===== src/rtl/bayer_dpc_5x5.sv =====
// bayer_dpc_5x5: 4-stage defective-pixel correction over 9 same-colour taps (Din*: taps, Din33 centre; inEn/endFlagIn in; cfg_thr/cfg_bypass shadowed per frame; dataOut/outEn/endFlag/defectCnt out)
module bayer_dpc_5x5 #(
  parameter int DATA_W = 16,
  parameter int CNT_W  = 20
) (
  input  logic              isp_clk,
  input  logic              rst_n,
  input  logic [DATA_W-1:0] Din11,
  input  logic [DATA_W-1:0] Din13,
  input  logic [DATA_W-1:0] Din15,
  input  logic [DATA_W-1:0] Din31,
  input  logic [DATA_W-1:0] Din33,
  input  logic [DATA_W-1:0] Din35,
  input  logic [DATA_W-1:0] Din51,
  input  logic [DATA_W-1:0] Din53,
  input  logic [DATA_W-1:0] Din55,
  input  logic              inEn,
  input  logic              endFlagIn,
  input  logic [DATA_W-1:0] cfg_thr,
  input  logic              cfg_bypass,
  output logic [DATA_W-1:0] dataOut,
  output logic              outEn,
  output logic              endFlag,
  output logic [CNT_W-1:0]  defectCnt
);
  localparam int W = DATA_W;
  logic [W-1:0] nb [8];
  logic [W-1:0] c1, c2, c3, mx3, mn3, thr_s;
  logic [W-1:0] mx1 [4], mn1 [4], mx2 [2], mn2 [2];
  logic [W:0] s1 [4];
  logic [W+1:0] s2 [2];
  logic [W+2:0] s3, rnd;
  logic [W:0] hi, lo;
  logic [2:0] v, e;
  logic [CNT_W-1:0] cnt, cnt_nx;
  logic byp_s, idle, fix;
  assign nb = '{Din11, Din13, Din15, Din31, Din35, Din51, Din53, Din55};
  assign hi = {1'b0, mx3} + {1'b0, thr_s};
  assign lo = {1'b0, c3} + {1'b0, thr_s};
  assign fix = (({1'b0, c3} > hi) | (lo < {1'b0, mn3})) & ~byp_s;
  assign rnd = s3 + (W+3)'(4);
  assign cnt_nx = cnt + CNT_W'(v[2] & fix & ~(&cnt));
  always_ff @(posedge isp_clk or negedge rst_n) begin
    if (!rst_n) begin
      v <= '0;
      e <= '0;
      c1 <= '0;
      c2 <= '0;
      c3 <= '0;
      for (int i = 0; i < 4; i++) begin
        mx1[i] <= '0;
        mn1[i] <= '0;
        s1[i] <= '0;
      end
      for (int i = 0; i < 2; i++) begin
        mx2[i] <= '0;
        mn2[i] <= '0;
        s2[i] <= '0;
      end
      mx3 <= '0;
      mn3 <= '0;
      s3 <= '0;
      dataOut <= '0;
      outEn <= 1'b0;
      endFlag <= 1'b0;
      defectCnt <= '0;
      cnt <= '0;
      idle <= 1'b1;
      thr_s <= '0;
      byp_s <= 1'b1;
    end else begin
      v <= {v[1:0], inEn};
      e <= {e[1:0], inEn & endFlagIn};
      c1 <= Din33;
      c2 <= c1;
      c3 <= c2;
      for (int i = 0; i < 4; i++) begin
        mx1[i] <= nb[2*i] > nb[2*i+1] ? nb[2*i] : nb[2*i+1];
        mn1[i] <= nb[2*i] < nb[2*i+1] ? nb[2*i] : nb[2*i+1];
        s1[i] <= {1'b0, nb[2*i]} + {1'b0, nb[2*i+1]};
      end
      for (int i = 0; i < 2; i++) begin
        mx2[i] <= mx1[2*i] > mx1[2*i+1] ? mx1[2*i] : mx1[2*i+1];
        mn2[i] <= mn1[2*i] < mn1[2*i+1] ? mn1[2*i] : mn1[2*i+1];
        s2[i] <= {1'b0, s1[2*i]} + {1'b0, s1[2*i+1]};
      end
      mx3 <= mx2[0] > mx2[1] ? mx2[0] : mx2[1];
      mn3 <= mn2[0] < mn2[1] ? mn2[0] : mn2[1];
      s3 <= {1'b0, s2[0]} + {1'b0, s2[1]};
      outEn <= v[2];
      endFlag <= e[2];
      if (v[2]) dataOut <= fix ? rnd[W+2:3] : c3;
      if (e[2]) defectCnt <= cnt_nx;
      cnt <= e[2] ? '0 : cnt_nx;
      // config is only resampled between frames, once the last pixel has left
      if (endFlag) idle <= 1'b1;
      else if (inEn) idle <= 1'b0;
      if (idle) begin
        thr_s <= cfg_thr;
        byp_s <= cfg_bypass;
      end
    end
  end
endmodule


===== config.mk =====
export PLATFORM = sky130hd
export DESIGN_NAME = bayer_dpc_5x5
export DESIGN_NICKNAME = d
export VERILOG_FILES = /design/src/rtl/bayer_dpc_5x5.sv
export SDC_FILE = /design/constraint.sdc
export NUM_CORES = 1
export LEC_CHECK = 0
export ABC_CLOCK_PERIOD_IN_PS = 5550
export CORE_MARGIN = 5
export CORE_UTILIZATION = 54
export CTS_CLUSTER_DIAMETER = 80
export DETAILED_ROUTE_END_ITERATION = 12
export PLACE_DENSITY = 0.85
export SLEW_MARGIN = 25
export SYNTH_ARGS = -nofsm -noshare
export SYNTH_HDL_FRONTEND = slang
export SYNTH_SLANG_ARGS = --single-unit

===== constraint.sdc =====
create_clock -name isp_clk -period 5.55 [get_ports isp_clk]
set_clock_uncertainty 0.05 [all_clocks]
set_input_delay 0.8325 -clock isp_clk [delete_from_list [all_inputs] [get_ports isp_clk]]
set_output_delay 0.8325 -clock isp_clk [all_outputs]
set_load 0.02 [all_outputs]

==> metrics.txt <==
outcome completed; first-pass GRT wire length between 100 and 150 mm; Clock Tree Buf Depth 3; drt drc 0; initial antenna violation count 1; post-route ant nets 0; Post-Syn Area per Cell ~11 µm²; placed cells 3258; Area contributors post-synth dfrtp_1 45%, ha_1 16%, mux2_2 9.7%; Initial Util roughly 54%; Port Buf Inserts roughly 200; final period utilization between 90 and 100%; EDFF count, synth 0; TritonCTS Buffers between 40 and 50; Crit. End Element flip-flop; final setup vio count 0; Critical R2R Capture defectCnt[18]; post-synth top area cell dfrtp_1; Final Non-Filler Cells around 3400; Async S/R FF share, synth 100.0%; hold buffer count at CTS 0; Syn-to-layout area delta 17.57%; WP data arrival around 5.9 ns; Design Area, Final roughly 31000 µm²; drt via density ~5.7; Max VDD drop around 0.26 mV; synthesized area around 27000 µm²; grt ovf 0; most frequent cell after synthesis dfrtp_1; RR Startpoint c3[0]; sequential power share 34.7%; Seq cells post-synth ~480; Post-Syn Nets between 2000 and 3000; Rows 81; Final WS setup around 0.068 ns; top cells by count, synth 473 x dfrtp_1, 338 x ha_1, 286 x inv_1; Sw Ratio around 36%; Clock Latency Late Sink roughly 0.60 ns; startpoint types flip-flop; largest net degree at the start of global routing roughly 140; routability congestion estimate between 0.9 and 1; I/O Pins approximately 200; diode count 0; Post-synth top flop dfrtp_1; Comb power frac 40.1%; P per Cell Area about 440 nW/µm²; area post-placement between 20000 and 30000 µm²; layout cell share with drive strength beyond 1 between 10% and 20%; Layout fillers between 3000 and 4000; Max-slew headroom between 30% and 40%; synthesized instance count 2414; HP Class input pin to asynchronous set/reset pin; clock tree sinks ~480; leak pwr around 15 nW; Die Height 231.9 µm; DR pass1 iterations 5; Ys Warns 0; initial drt markers around 1200; clk root buf clkbuf_16; Crit path required time around 5.9 ns; CORE AREA 48850 µm²; Clock transition at path regs approximately 0.060 ns; Final HPWL DP roughly 53 mm; Seq/Total Area, Yosys between 40 and 50%; Die ar. 53790 µm²; clock share of power 25.2%; GRT Total Usage between 20% and 30%; Hold Vio Cnt, Final 0; CP Class flip-flop to flip-flop; Slew Limit Fails 0; fin crit period between 5 and 6 ns; Reg2Reg Setup Slack 0.07 ns; final wirelength 68.77 mm; worst-margin pin slew 0.9961 ns; H-tree depth 2; R2R depth 25; Final nets roughly 3200; Internal ~8.8 mW; max-cap violation count 0; drt wl/cell 20.52 µm; number of library cell types mapped by synthesis between 60 and 70; CTS tree yes; setup_tns 0 ns; Net Sw Power roughly 5.0 mW; Synth top area share between 40% and 50%; CP Max Fanout 4; vias in the first global route ~19000; via count between 15000 and 20000; Finished Core Util between 60% and 70%; pre-CTS setup slack ~0.12 ns; chip width ~230 µm; FMAX between 150 and 200 MHz
-- state kept, by name (all words and copies together) (netlist names), 17 cells and up --
name / count
cnt: 20
s2: 36
mx2: 32
s1: 68
mx1: 64
defectCnt: 20
mn1: 64
s3: 17
mn2: 32
-- power groups by stage --
stage / Combinational, mW / Clock [mW] / Sequential (mW)
after floorplan: 3.71 / 0 / 4.69
after global placement: 5.18 / 0 / 4.81
after detailed placement: 5.35 / 0 / 4.83
after CTS: 5.42 / 3.52 / 4.78
after global routing: 6.04 / 3.68 / 4.85
final: 5.53 / 3.48 / 4.78
-- kinds of logic (layout without fill, tap and decap cells) --
| logic type | Yosys count | after routing | synth area share [%] |
|---|---|---|---|
| AOI/OAI and AO/OA | 438 | 438 | 11.11 |
| muxes | 235 | 235 | 9.927 |
| and+or+nand+nor | 444 | 444 | 7.970 |
| buffers and inverters | 319 | 592 | 4.615 |
| DFF | 475 | 475 | 44.70 |
| adders and majority gates | 346 | 346 | 16.50 |
| xor gates and xnor gates | 157 | 157 | 5.170 |
-- worst max-delay path: stages (launching register included) --
cell     delay, ns
dfrtp_1       0.40
ha_2          0.20
inv_2         0.06
fa_2          0.25
nor2b_4       0.05
o31a_1        0.35
o41ai_4       0.42
o21ai_2       0.10
o41a_1        0.43
a21o_1        0.19
a21oi_2       0.14
xnor2_1       0.09
ha_1          0.32
o21a_1        0.12
o21ai_1       0.17
a21oi_2       0.07
o32ai_4       0.29
o311a_1       0.30
ha_4          0.19
ha_4          0.15
nand3_4       0.08
or2_4         0.29
nor2_4        0.09
nand4_1       0.14
xor2_1        0.25
a21oi_1       0.11
-- worst max-delay path by stage --
stage / slack (ns) / to / startpoint / depth (start not counted)
6_report: 0.07 / defectCnt[18] / c3[0] / 25
5_1_grt: -0.18 / defectCnt[18] / c3[0] / 25
4_1_cts: 0.06 / defectCnt[18] / c3[0] / 24
3_5_place_dp: 0.12 / defectCnt[18] / c3[0] / 24
3_3_place_gp: 0.16 / defectCnt[18] / thr_s[1] / 24
2_1_floorplan: 0.34 / defectCnt[18] / thr_s[1] / 25
-- metrics by stage --
| stage | power [mW] | hold slack [ns] |
|---|---|---|
| after global placement | 9.991 | 0.2860 |
| after global routing | 14.57 | 0.3036 |
| after detailed placement | 10.19 | 0.2847 |
| after CTS | 13.73 | 0.2692 |
| after floorplan | 8.406 | 0.2812 |
| final | 13.79 | 0.2156 |
-- placed cells by master (no fill, tap or decap), drive strengths merged, types with 15 or more instances in the layout --
| cell type | count |
|---|---|
| nand4 | 34 |
| ha | 338 |
| o21bai | 29 |
| clkbuf | 67 |
| nor2b | 31 |
| dfrtp | 473 |
| nor3 | 26 |
| nand2b | 22 |
| clkdlybuf4s50 | 201 |
| nand2 | 94 |
| xnor2 | 106 |
| o21a | 22 |
| inv | 288 |
| o21ai | 69 |
| xor2 | 51 |
| nand3 | 43 |
| nor4 | 17 |
| a21oi | 145 |
| mux2 | 230 |
| buf | 15 |
| o221ai | 17 |
| a21o | 57 |
| nor2 | 146 |
-- cell type report --
type / count / area (µm²) / share of cell area, %
Clock inverter: 23 / 270.3 / 0.8643
Timing Repair Buffer: 216 / 2170 / 6.939
Sequential cell: 475 / 11890 / 38.03
Tap cell: 664 / 830.8 / 2.657
Inverter: 286 / 1074 / 3.433
Multi-Input combinational cell: 1620 / 13580 / 43.42
Clock buffer: 67 / 1456 / 4.658
-- what timing repair did --
item,CTS,global route
buffers inserted,0,3
gates resized for setup,0,20
setup endpoints to repair,0,11
-- metal layers --
layer / GRT usage [%] / vias up / wire, µm
li1: - / 8847 / -
met1: 32.90 / 9399 / 29160
met2: 42.97 / 599 / 33640
met3: 3.497 / 133 / 3423
met4: 9.269 / 0 / 2544
met5: 0 / - / 0
Note: power is estimated with default switching activity, not from simulation.
